==> src/rtl/serial_addsub_pkg.sv <==
// rtl/serial_addsub_pkg.sv - shared state encoding and mode constants for serial_addsub
package serial_addsub_pkg;

  typedef enum logic [1:0] {
    ST_IDLE = 2'd0,
    ST_RUN  = 2'd1,
    ST_FIN  = 2'd2
  } state_t;

  localparam logic MODE_ADD = 1'b0;
  localparam logic MODE_SUB = 1'b1;

endpackage

==> src/rtl/serial_addsub_fa_cell.sv <==
// rtl/serial_addsub_fa_cell.sv - one-bit full adder cell used in the digit ripple chain
module fa_cell (
  input  logic a,
  input  logic b,
  input  logic cin,
  output logic sum,
  output logic cout
);

  assign sum  = a ^ b ^ cin;
  assign cout = (a & b) | (cin & (a ^ b));

endmodule

==> src/rtl/serial_addsub.sv <==
// rtl/serial_addsub.sv - digit-serial adder/subtractor with start/ready/done handshake
module serial_addsub
  import serial_addsub_pkg::*;
#(
  parameter int WIDTH          = 8,
  parameter int BITS_PER_CYCLE = 1
) (
  input  logic             CLK,
  input  logic             RST,
  input  logic             START,
  input  logic             MODE,
  input  logic [WIDTH-1:0] A,
  input  logic [WIDTH-1:0] B,
  input  logic             CIN,
  output logic             READY,
  output logic             BUSY,
  output logic             DONE,
  output logic [WIDTH-1:0] SUM,
  output logic             COUT,
  output logic             OVF
);

  localparam int K     = BITS_PER_CYCLE;
  localparam int N     = WIDTH / K;
  localparam int CNT_W = (N > 1) ? $clog2(N) : 1;

  // Refuse to elaborate when the digit width does not tile the word exactly.
  if (WIDTH < 2 || K < 1 || (WIDTH % K) != 0) begin : g_bad_param
    $error("serial_addsub: WIDTH must be >= 2 and a multiple of BITS_PER_CYCLE");
  end

  state_t             state, state_next;
  logic [WIDTH-1:0]   op_a, op_b, res, res_next;
  logic               carry;
  logic [CNT_W-1:0]   cnt;
  logic [K:0]         c;
  logic [K-1:0]       dsum;
  logic               last;

  assign c[0] = carry;
  assign last = (cnt == CNT_W'(N - 1));

  // Ripple chain across one digit; c[K-1] is the carry into the top cell,
  // which on the final digit is the carry into the word MSB.
  for (genvar i = 0; i < K; i++) begin : g_cell
    fa_cell u_fa (
      .a    (op_a[i]),
      .b    (op_b[i]),
      .cin  (c[i]),
      .sum  (dsum[i]),
      .cout (c[i+1])
    );
  end

  // Result register shifts right one digit, new digit enters at the top.
  always_comb begin
    res_next = res >> K;
    res_next[WIDTH-1 -: K] = dsum;
  end

  // State register.
  always_ff @(posedge CLK) begin
    if (RST) state <= ST_IDLE;
    else     state <= state_next;
  end

  // Next-state and handshake outputs.
  always_comb begin
    state_next = state;
    READY      = 1'b0;
    BUSY       = 1'b0;
    DONE       = 1'b0;
    case (state)
      ST_IDLE: begin
        READY = 1'b1;
        if (START) state_next = ST_RUN;
      end
      ST_RUN: begin
        BUSY = 1'b1;
        if (last) state_next = ST_FIN;
      end
      ST_FIN: begin
        DONE       = 1'b1;
        state_next = ST_IDLE;
      end
      default: state_next = ST_IDLE;
    endcase
  end

  // Operand load, per-digit shift and final result capture.
  always_ff @(posedge CLK) begin
    if (RST) begin
      op_a  <= '0;
      op_b  <= '0;
      res   <= '0;
      carry <= 1'b0;
      cnt   <= '0;
      SUM   <= '0;
      COUT  <= 1'b0;
      OVF   <= 1'b0;
    end else begin
      case (state)
        ST_IDLE: begin
          if (START) begin
            op_a  <= A;
            op_b  <= (MODE == MODE_SUB) ? ~B : B;
            carry <= CIN ^ MODE;
            cnt   <= '0;
          end
        end
        ST_RUN: begin
          op_a  <= op_a >> K;
          op_b  <= op_b >> K;
          res   <= res_next;
          carry <= c[K];
          cnt   <= cnt + 1'b1;
          if (last) begin
            SUM  <= res_next;
            COUT <= c[K];
            OVF  <= c[K-1] ^ c[K];
          end
        end
        default: ;
      endcase
    end
  end

endmodule

==> config.mk <==
export PLATFORM = sky130hd
export DESIGN_NAME = serial_addsub
export DESIGN_NICKNAME = d
export VERILOG_FILES = /design/src/rtl/serial_addsub_pkg.sv /design/src/rtl/serial_addsub_fa_cell.sv /design/src/rtl/serial_addsub.sv
export SDC_FILE = /design/constraint.sdc
export NUM_CORES = 1
export LEC_CHECK = 0
export ABC_AREA = 1
export BUFFER_PORTS_ARGS = -buffer_cell sky130_fd_sc_hd__buf_2
export CAP_MARGIN = 15
export CELL_PAD_IN_SITES_DETAIL_PLACEMENT = 0
export CELL_PAD_IN_SITES_GLOBAL_PLACEMENT = 1
export CORE_MARGIN = 8
export CORE_UTILIZATION = 41
export DETAILED_ROUTE_END_ITERATION = 8
export PLACE_DENSITY = 0.92
export SYNTH_ARGS = -nofsm -noshare
export SYNTH_HDL_FRONTEND = slang
export SYNTH_SLANG_ARGS = --single-unit
export TNS_END_PERCENT = 100
==> constraint.sdc <==
create_clock -name CLK -period 3.9 [get_ports CLK]
set_clock_uncertainty 0.05 [all_clocks]
set_input_delay 1.17 -clock CLK [delete_from_list [all_inputs] [get_ports CLK]]
set_output_delay 1.17 -clock CLK [all_outputs]
set_load 0.05 [all_outputs]
==> summary.md, run 1 <==
The synthesized cell area is 1773 um^2, and the total CTS buffers is 5. In the final layout, the share of cells above drive strength 1 is 16.32%. The detailed router finished its first iteration with 104 violations. The critical path starts at state[1].

The number of vias in the routed layout was 1598. The longest clock path from root to sink contains 2 buffers. STA classifies the critical path endpoint as a primary output.

The logs give 54.1% for the sequential power share and 2 for the total number of H-tree levels. The remaining global-route overflow was 0; the slack of the critical path was 1.259 ns. The net count of the mapped netlist came out at 282. The run gives 2.68 ns as the data required time of the worst path.

The number of warning messages in the yosys log came out at 0. The run gives 2.31 ns as the reg2reg setup slack. Clock-pin slew was measured on the worst setup and hold paths at 0.08 ns. After clock tree synthesis, the setup repair step added 0 buffers. The tools report the origin of the critical flop-to-flop path as state[1].

Counting every sink on the clock net gives 39. The via count of the first global-routing pass was 1578; the die extent in x was 81.76 um. Summed over all nets, the switching power comes to 213.6 uW.

The logs give 258 for the count of mapped cells out of synthesis and 0 for the final routed DRC violation total. The floorplan step defined a die boundary enclosing 6685 um^2. Before antenna repair, the detailed router went through 4 iterations.

Wires add up to 3.814 mm. Counting distinct cell types in the post-synthesis netlist gives 21. The run finished with clean final reports. The layout overhead on the synthesized area came out at 14.18%. Setup repair after global routing left no endpoint under its margin.

After floorplanning, the core was divided into 24 placement rows. The data arrival time of the critical path was 1.42 ns. In the layout the commonest cells are 63 x sky130_fd_sc_hd__nand2_1, 40 x sky130_fd_sc_hd__nor2_1, 39 x sky130_fd_sc_hd__dfxtp_1, 33 x sky130_fd_sc_hd__buf_2, 29 x sky130_fd_sc_hd__nand3_1.

Dividing the synthesized area by the synthesized cell count gives 6.872 um^2. The run gives 0.29 ns as the clock latency reported for the late side of the worst-skew pair. The max-slew violation count is 0. Setup violations remaining at the end of the flow were counted as 0. The congestion estimate from routability-driven global placement came to 0.7282. Measured against its own limit, the worst slew margin works out to 54.88%.

Max-cap violations in this run came to 0. In the finished design, the share of the clock period the worst path needs comes to 67.72%. Net switching is 27.04% of the power.

The run gives 6.796 mm as the wire length of the first global-routing pass. The pin count of the biggest net entering global routing was 30; the count of antenna-violating nets left after detailed routing was 0. After clock tree synthesis, the repair step resized 0 gates. Internal power comes to 576.1 uW. Global routing used 12.69% of the available tracks across all layers.

The worst hold path begins at cnt[0]. The largest fanout on the critical path works out to 21. The number of hold violations in the final report is 0, and the post-layout minimum cycle time is 2.641 ns. The clock network accounts for 33.6% of the total power. The share of total power dissipated in combinational logic is 12.3%. After synthesis the netlist holds a flip-flop and latch count of 39.

The critical path in this run is classified as register to primary output. Most common library cell in the layout ignoring fill and taps: sky130_fd_sc_hd__nand2_1. The die is 81.76 um tall.

The worst hold path belongs to the class register to register. The routed length per instance was 11.22 um; the highest attainable clock frequency was 378.6 MHz. The vias per cell is 4.700, and the core area is 4264 um^2. TritonCTS built the clock tree.

The final layout contains 311 nets. For this configuration, the core starts out at a cell density of 41.58%. The power density over cell area is 390.1 nW/um^2. After legalization and detailed placement, the total HPWL measured 2.655 mm.

The analysis attributes to cell leakage a power of 0.001054 uW. Prior to clock tree synthesis, the placed netlist has a worst setup slack of 1.507 ns. The slew of the pin with the lowest slew margin is 0.6760 ns, and the worst vdd rail ir drop is 0.2303 mV. The initial antenna violation count was 0; the setup TNS was 0 ns. Root buffer cell: sky130_fd_sc_hd__clkbuf_8. The worst setup path is launched from a register. The share of the Yosys chip area taken by registers is 44.04%. The quantity of I/O buffers inserted on ports is 33. The number of antenna diodes in the final layout is 0.

In this run, post-CTS hold repair placed 0 buffers. The boundary pin count came out at 34.
==> flip-flops by register name, indices dropped and copies added, names as in the netlist <==
name and cells:
OVF 1, op_b 8, cnt 3, SUM 8, state 2, COUT 1
res 7, op_a 8, carry 1
==> power groups by stage <==
stage | Clock [uW] | Combinational [uW] | Sequential (uW)
2_1_floorplan | 0 | 74.8 | 434
3_3_place_gp | 0 | 97.0 | 436
3_5_place_dp | 0 | 98.2 | 436
4_1_cts | 275 | 98.8 | 427
5_1_grt | 293 | 114 | 430
6_report | 265 | 97.2 | 427
==> area by class of cell <==
class,instances,area [um^2]
Tap cell,52,65.06
Clock inverter,2,12.51
Inverter,29,108.9
Sequential cell,39,780.7
Timing Repair Buffer,34,172.7
Multi-Input combinational cell,178,812.0
Fill cell,466,2240
Clock buffer,6,72.57
==> cells in the mapped netlist, drive strengths merged <==
cell type	instances	area, um^2
and3	1	6.260
o21ai	18	90.09
inv	29	108.9
buf	10	63.81
xnor2	1	8.760
nand2	66	255.3
ha	2	25.02
clkbuf	2	7.510
a21oi	17	85.08
dfxtp	39	780.8
nand3	29	145.1
nor2	42	167.7
fa	1	20.02
xor2	1	8.760
==> worst max-delay path, stage by stage, from the launching register on <==
cell	delay, ns
sky130_fd_sc_hd__dfxtp_1	0.42
sky130_fd_sc_hd__inv_2	0.09
sky130_fd_sc_hd__nand2_2	0.29
sky130_fd_sc_hd__inv_1	0.10
sky130_fd_sc_hd__buf_2	0.23
==> layer usage <==
metal	GRT usage (%)	wire length [um]	share of wire [%]
met5	0	0	0
met2	22.57	1803	47
met3	3.501	144	3.8
met4	5.263	58	1.5
met1	13.82	1807	47
==> stage by stage <==
stage / hold slack (ns) / power, uW / std cells / instance area, um^2 / utilization, %
2_1_floorplan: 0.3783 / 509.0 / 258 / 1773 / -
3_3_place_gp: 0.3976 / 533.0 / 332 / 1939 / 45.48
3_5_place_dp: 0.4083 / 534.5 / 332 / 1939 / 45.48
4_1_cts: 0.4241 / 801.2 / 340 / 2024 / 47.48
5_1_grt: 0.4535 / 836.1 / 340 / 2024 / 47.48
6_report: 0.4274 / 789.7 / 340 / 2024 / 47.48
==> path summary, 6_finish.rpt <==
kind | end | depth (start not counted)
worst max-delay path | BUSY | 4
worst min register to register | cnt[0] | 1
worst min-delay path | cnt[0] | 1
worst max register to register | op_b[5] | 8
==> cells by family after synthesis <==
kind of cell | Yosys count | share of synthesized area (%)
compound gates | 35 | 9.880
xor+xnor | 2 | 0.9882
fa+ha+maj | 3 | 2.540
buf+inv | 41 | 10.16
flops | 39 | 44.04
simple gates | 138 | 32.39
No activity file was read; power rests on OpenSTA's default activity.
==> run 2: changes to the inputs <==
CORE_UTILIZATION = 38   (was 41)
PLACE_DENSITY = 0.87   (was 0.92)
clock period = 2.6 ns   (was 3.9 ns; I/O delays follow)
==> run 2 against run 1 <==
First-iteration DRC count rose by 56%; sequential power rose by 50%; combinational power rose by 52%; critical path depth fell by 2; critical endpoint is now READY; highest routed layer is now met3.
==> summary.md, run 2 (same netlist as run 1, synthesis figures left out) <==
In this run the power density over the cells is 624.2 nW/um^2. The post-layout minimum cycle time is 2.182 ns, and the data arrival time of the critical path is 1.35 ns. The via count of the first global-routing pass is 1603.

Leaving out fill and tap cells, the most frequent cells in the layout are 63 x sky130_fd_sc_hd__nand2_1, 40 x sky130_fd_sc_hd__nor2_1, 39 x sky130_fd_sc_hd__dfxtp_1, 33 x sky130_fd_sc_hd__buf_2, 29 x sky130_fd_sc_hd__nand3_1. The core region is 4598 um^2. Sort of element at the end of the critical path: a primary output. The path class of the tightest hold or removal check is register to register. After detailed routing, the number of remaining DRC violations is 0.

The worst setup path is of the register to primary output kind. Of the total power, the share spent switching nets is 25.11%. After clock tree synthesis, the setup repair step added 0 buffers. The clock share of power is 38.7%. Clock tree buffer depth: 2. In this design, the stage delay of the slowest critical-path cell is 0.36 ns.

In the final layout, the registers with the most flip-flops are SUM: 8 flops, op_a: 8 flops, op_b: 8 flops. The detailed router put a total of 1.863 mm of wire on met1. Entering global routing, the biggest net connects 30 pins. The total number of H-tree levels is 2. The die is 84.31 um tall. Cells with a size suffix above 1 make up 16.96% of the layout.

The count of nets left with antenna violations once routing finished came out at 0. The largest individual stage delay along the critical path comes from the cell sky130_fd_sc_hd__dfxtp_1. In this run the tightest slew margin relative to its limit is 55.89%. Buffers inserted during clock tree synthesis total 5. The largest fanout on the critical path is 9, and the part of the cycle the worst path needs is 83.93%. The run gives 0 as the remaining global-route overflow. The tools report the aggregate global-route resource usage as 11.64%. Launching element type of the critical path: a register. At the later pin of the worst-skew pair, clock insertion delay measures 0.29 ns. The quantity of I/O buffers inserted on ports works out to 33. VDD sags by at most 0.2635 mV.

Derived from the worst setup path, the maximum achievable clock frequency is 458.3 MHz. The root buffer cell is sky130_fd_sc_hd__clkbuf_8. The floorplan step defined a die boundary enclosing 7107 um^2. For the pin with the worst max-slew slack, the measured transition is 0.6610 ns.

Highest routing layer actually used: met3. The logs give 0.7449 for the routability congestion estimate and 0 for the initial antenna violation count. Dividing the detail-routed via count by the number of cells gives 4.636.

The tool flagged a number of max-cap violations equal to 0. The final wirelength came out at 3.876 mm. The repair_antennas step left the layout with diodes totalling 0. The final net count is 312. Data required time of the worst path: 1.77 ns.

Setup repair after global routing left no endpoint under its margin. The cell internal power dissipation was 963.9 uW. The most common library cell in the layout ignoring fill and taps was sky130_fd_sc_hd__nand2_1. The number of buffers and inverters on the critical path is 1.

The met3 wirelength from detailed routing is 108 um, and the wire length of the first global-routing pass is 7.058 mm. For this configuration, the core starts out at a cell density of 38.56%. Summed over all nets, the half-perimeter wirelength after detailed placement is 2.746 mm. The floorplan has 25 rows. The number of hold violations in the final report was 0; the power dissipated by switching net loads was 323.2 uW. TritonCTS built the clock tree.

For the number of DRC markers after the initial detailed-route iteration, the log shows 162. For this design the static power due to leakage is 0.001076 uW. From synthesis to final layout, the design area changed by 16.30%. Across all layers, the routed design uses 1590 vias. Combinational cells account for 11.5% of the total power. Length of routed met2 wiring: 1.904 mm. The first detailed-routing pass took 4 iterations.

The run gives 0 as the max-slew violation count. The setup-violating endpoint count in the final report came out at 0. Traced cell by cell, the critical path runs through nor2_2, buf_2. The count of cells resized by post-cts repair came out at 0.

Of the total power, registers draw 49.8%. The filler cell count in the final layout is 481, and the die extent in x is 84.31 um. For the number of hold-repair buffers added at the cts stage, the log shows 0. Clock transition at the registers of the reported paths: 0.08 ns. The run finished with clean final reports. The tools report the setup slack after placement as 0.6250 ns. The tools report the setup TNS as 0 ns. The kind of cell with the highest combined delay along the critical path is flip-flops. The run gives 34 as the boundary pin count. CTS saw 39 sinks. The routed length per instance was 11.30 um; the slack of the critical path was 0.4178 ns.
run 2: cell types whose count changed in the layout (fill, tap and decap cells not counted), sizes merged:
cell	before	now
bufinv	0	1
clkinvlp	1	0
clkbuf	6	5
buf	34	35
clkinv	1	2
run 2: routing by layer:
layer  vias to the layer above  global-route usage (%)
met5                         -                       0
met4                         0                   4.553
met3                         0                   2.614
met2                        16                   19.43
met1                       711                   14.06
li1                        863                       -
run 2: final cells by class:
type	instances	area, um^2	area share (%)
Multi-Input combinational cell	178	812.0	39.38
Sequential cell	39	780.7	37.86
Timing Repair Buffer	35	180.2	8.738
Inverter	29	108.9	5.279
Clock buffer	5	68.82	3.337
Tap cell	54	67.56	3.277
Clock inverter	3	43.79	2.124
run 2: tightest hold or removal path, cell delays in order (launching register included):
cell and delay (ns):
sky130_fd_sc_hd__dfxtp_1 0.31, sky130_fd_sc_hd__inv_1 0.06, sky130_fd_sc_hd__a21oi_1 0.05
run 2: worst paths after layout:
kind / start / to / slack (ns) / depth (start not counted)
max: state[0] / READY / 0.42 / 2
min: res[4] / SUM[3] / 0.42 / 2
min reg2reg: res[4] / SUM[3] / 0.42 / 2
max reg2reg: cnt[0] / SUM[7] / 1.02 / 7
run 2: metrics by stage:
step | utilization [%] | total power, uW | hold WS (ns) | std cells | area [um^2]
finish | 44.84 | 1287 | 0.4187 | 343 | 2062
global route | 44.84 | 1354 | 0.4497 | 343 | 2062
CTS | 44.84 | 1296 | 0.4219 | 343 | 2062
detailed placement | 42.39 | 804.6 | 0.4106 | 335 | 1949
global placement | 42.39 | 802.5 | 0.3967 | 335 | 1949
floorplan | - | 763.4 | 0.3783 | 258 | 1773
run 2: power groups by stage:
stage / logic [uW] / registers, uW / clock network, uW
after floorplan: 112 / 651 / 0
after global placement: 148 / 654 / 0
after detailed placement: 150 / 655 / 0
after CTS: 151 / 641 / 504
after global routing: 173 / 644 / 537
final: 148 / 641 / 498
==> run 3: changes to the inputs <==
clock period = 2.11 ns   (was 2.6 ns; I/O delays follow)
==> run 3 against run 2 <==
Via count up 1.3%; combinational power up 25%; core utilization shrank 0.35 points; first-iteration DRC count down 1.2%; hold slack gained 0.0078 ns; setup slack got worse by 0.16 ns; highest routed layer is now met4; critical path type unchanged; count of clock-buffer cells in the layout rose by 2.
==> summary.md, run 3 (same netlist as run 1, synthesis figures left out) <==
The run finished with clean final reports. The smallest clock period supported by the final layout is computed as 1.857 ns. The H-tree was split into 2 levels.

The power density over cell area was 713.1 nW/um^2. The origin of the critical flop-to-flop path is cnt[0]. IR analysis of the VDD net gives a maximum drop of 0.3076 mV. The number of vias in the routed layout was 1610; the sequential power share was 54.1%. The worst pin sits at a relative slew slack of 53.73%. The aggregate global-route resource usage came out at 11.55%.

The largest registers in the layout are SUM: 8 flops, op_a: 8 flops, op_b: 8 flops. Hold is met by 0.4265 ns. The classification of the worst-slack hold path is register to register. Across all setup checks in the final design, the least slack found is 0.2532 ns. The vias per cell was 4.667.

The worst setup path is launched from a register. The worst hold path was traced through 2 stages. Setup total negative slack on the finished layout was measured at 0 ns. The depth of the worst register-to-register path came out at 7. After clock tree synthesis, the flow added hold-fix buffers numbering 0. The library cells used most frequently in the layout, excluding fill and tap cells, are 63 x sky130_fd_sc_hd__nand2_1, 40 x sky130_fd_sc_hd__nor2_1, 39 x sky130_fd_sc_hd__dfxtp_1, 33 x sky130_fd_sc_hd__buf_2, 29 x sky130_fd_sc_hd__nand3_1. The number of max-cap violations is 0, and the routability congestion estimate is 0.7336.

For the worst setup path, the data arrival time is 1.17 ns. Input and output buffers added on the ports amount to 33. The tools report the final net count as 314.

The wire-length estimate of the detail-placed layout is 2.664 mm. Worst min-delay path startpoint: res[2]. The clock transition at the registers of the reported paths works out to 0.08 ns. The run gives 38.56% as the initial cell density of the core.

Counting the buffers created by CTS gives 5. For the power dissipated by switching net loads, the log shows 387.8 uW. The number of placement rows is 25. Most common library cell in the layout ignoring fill and taps: sky130_fd_sc_hd__nand2_1. The largest fanout on the critical path is 4, and the filler cell count in the final layout is 493.

The startpoint-to-endpoint class of the critical path is register to primary output. Number of DRC markers after the initial detailed-route iteration: 160. The setup-violating endpoint count in the final report was 0; the clock latency reported for the late side of the worst-skew pair was 0.29 ns. For this run the aggregate overflow at the end of global routing stands at 0.

The die extent in x came out at 84.31 um. The setup check on the worst reg-to-reg path leaves a slack of 0.55 ns. In the final layout, the share of cells above drive strength 1 is 16.84%. For the max-slew violation count, the log shows 0. 0 antenna diodes ended up in the layout. At the pin with the least slew margin, the transition time is 0.6932 ns. Reg-to-reg critical path endpoint: SUM[0]. The pre-antenna-repair detailed-routing pass consisted of 4 iterations. The run gives 0 as the count of cells resized by post-cts repair. Buffers added to address setup during post-CTS repair amount to 0. The routed length per instance was 11.18 um; the final wirelength was 3.858 mm. The detail route stage leaves a number of antenna-violating nets equal to 0. The tools report the final routed DRC violation total as 0. The root buffer cell is sky130_fd_sc_hd__clkbuf_8. For the initial antenna violation count, the log shows 0. The finished cells cover 2046 um^2. STA puts the critical path data required time at 1.43 ns.

Setup repair after global routing left no endpoint under its margin. For the boundary pin count, the log shows 34. The area of placed instances came out at 1964 um^2. The first global-routing pass estimated 6.941 mm of wire. The net switching fraction of the power is 26.58%, and the pin count of the biggest net entering global routing is 30.

Setup slack after placement: 0.4216 ns. No sink is reached through more buffers than the 2 on the longest clock path. TritonCTS built the clock tree. For hold timing, the worst endpoint is SUM[1]. Timing would allow up to 538.6 MHz. The number of hold violations in the final report is 0. The clock net in this run drives a total of 39 sinks. The core region is 4598 um^2. In this run the vertical extent of the chip is 84.31 um. The total die area is 7107 um^2.

The worst setup path is captured at a primary output. In this run the static leakage power is 0.001069 uW. Internal power comes to 1071 uW. The clock network burns 33.2% of the power. The part of the cycle the worst path needs came out at 88.00%. Compared with the post-synthesis result, the final layout area differs by 15.38%.

Of the total power, combinational logic draws 12.7%. For the via count of the first global-routing pass, the log shows 1563.
[run 3: through the flow]
step | util (%) | instances | power (uW)
final | 44.49 | 345 | 1459
after global placement | 42.72 | 337 | 992.1
after CTS | 44.49 | 345 | 1469
after detailed placement | 42.72 | 337 | 993.1
after global routing | 44.49 | 345 | 1542
after floorplan | - | 258 | 940.7
[run 3: metal layers]
metal	routed length [um]	part of all wire, %	GRT usage, %
met4	61	1.6	4.239
met3	111	2.9	2.904
met1	1835	48	13.34
met5	0	0	0
met2	1849	48	19.92
[run 3: how the worst max path moves through the flow]
stage | start | end | slack [ns]
3_5_place_dp | RST | res[1] | 0.42
4_1_cts | state[1] | BUSY | 0.24
2_1_floorplan | state[1] | DONE | 0.30
3_3_place_gp | RST | res[1] | 0.41
5_1_grt | state[1] | BUSY | 0.17
6_report | state[1] | BUSY | 0.25
[run 3: final cells by class]
| class | instances | area [um^2] | area share, % |
|---|---|---|---|
| clock buffers | 7 | 76.32 | 3.731 |
| clock inverters | 1 | 5.005 | 0.2446 |
| inverters | 29 | 108.9 | 5.321 |
| multi-input cells | 178 | 812.0 | 39.69 |
| flip-flops and latches | 39 | 780.7 | 38.17 |
| well taps | 54 | 67.56 | 3.303 |
| repair buffers | 37 | 195.2 | 9.541 |
[run 3: critical path: stages, from the launching register on]
cell and delay (ns):
sky130_fd_sc_hd__dfxtp_1 0.36, sky130_fd_sc_hd__inv_2 0.11, sky130_fd_sc_hd__nand2_2 0.06, sky130_fd_sc_hd__inv_1 0.09, sky130_fd_sc_hd__buf_2 0.27
[run 3: power groups by stage]
stage | combinational [uW] | sequential (uW) | clock, uW
after floorplan | 138 | 802 | 0
after global placement | 186 | 806 | 0
after detailed placement | 187 | 806 | 0
after CTS | 188 | 789 | 492
after global routing | 217 | 795 | 530
final | 185 | 789 | 484
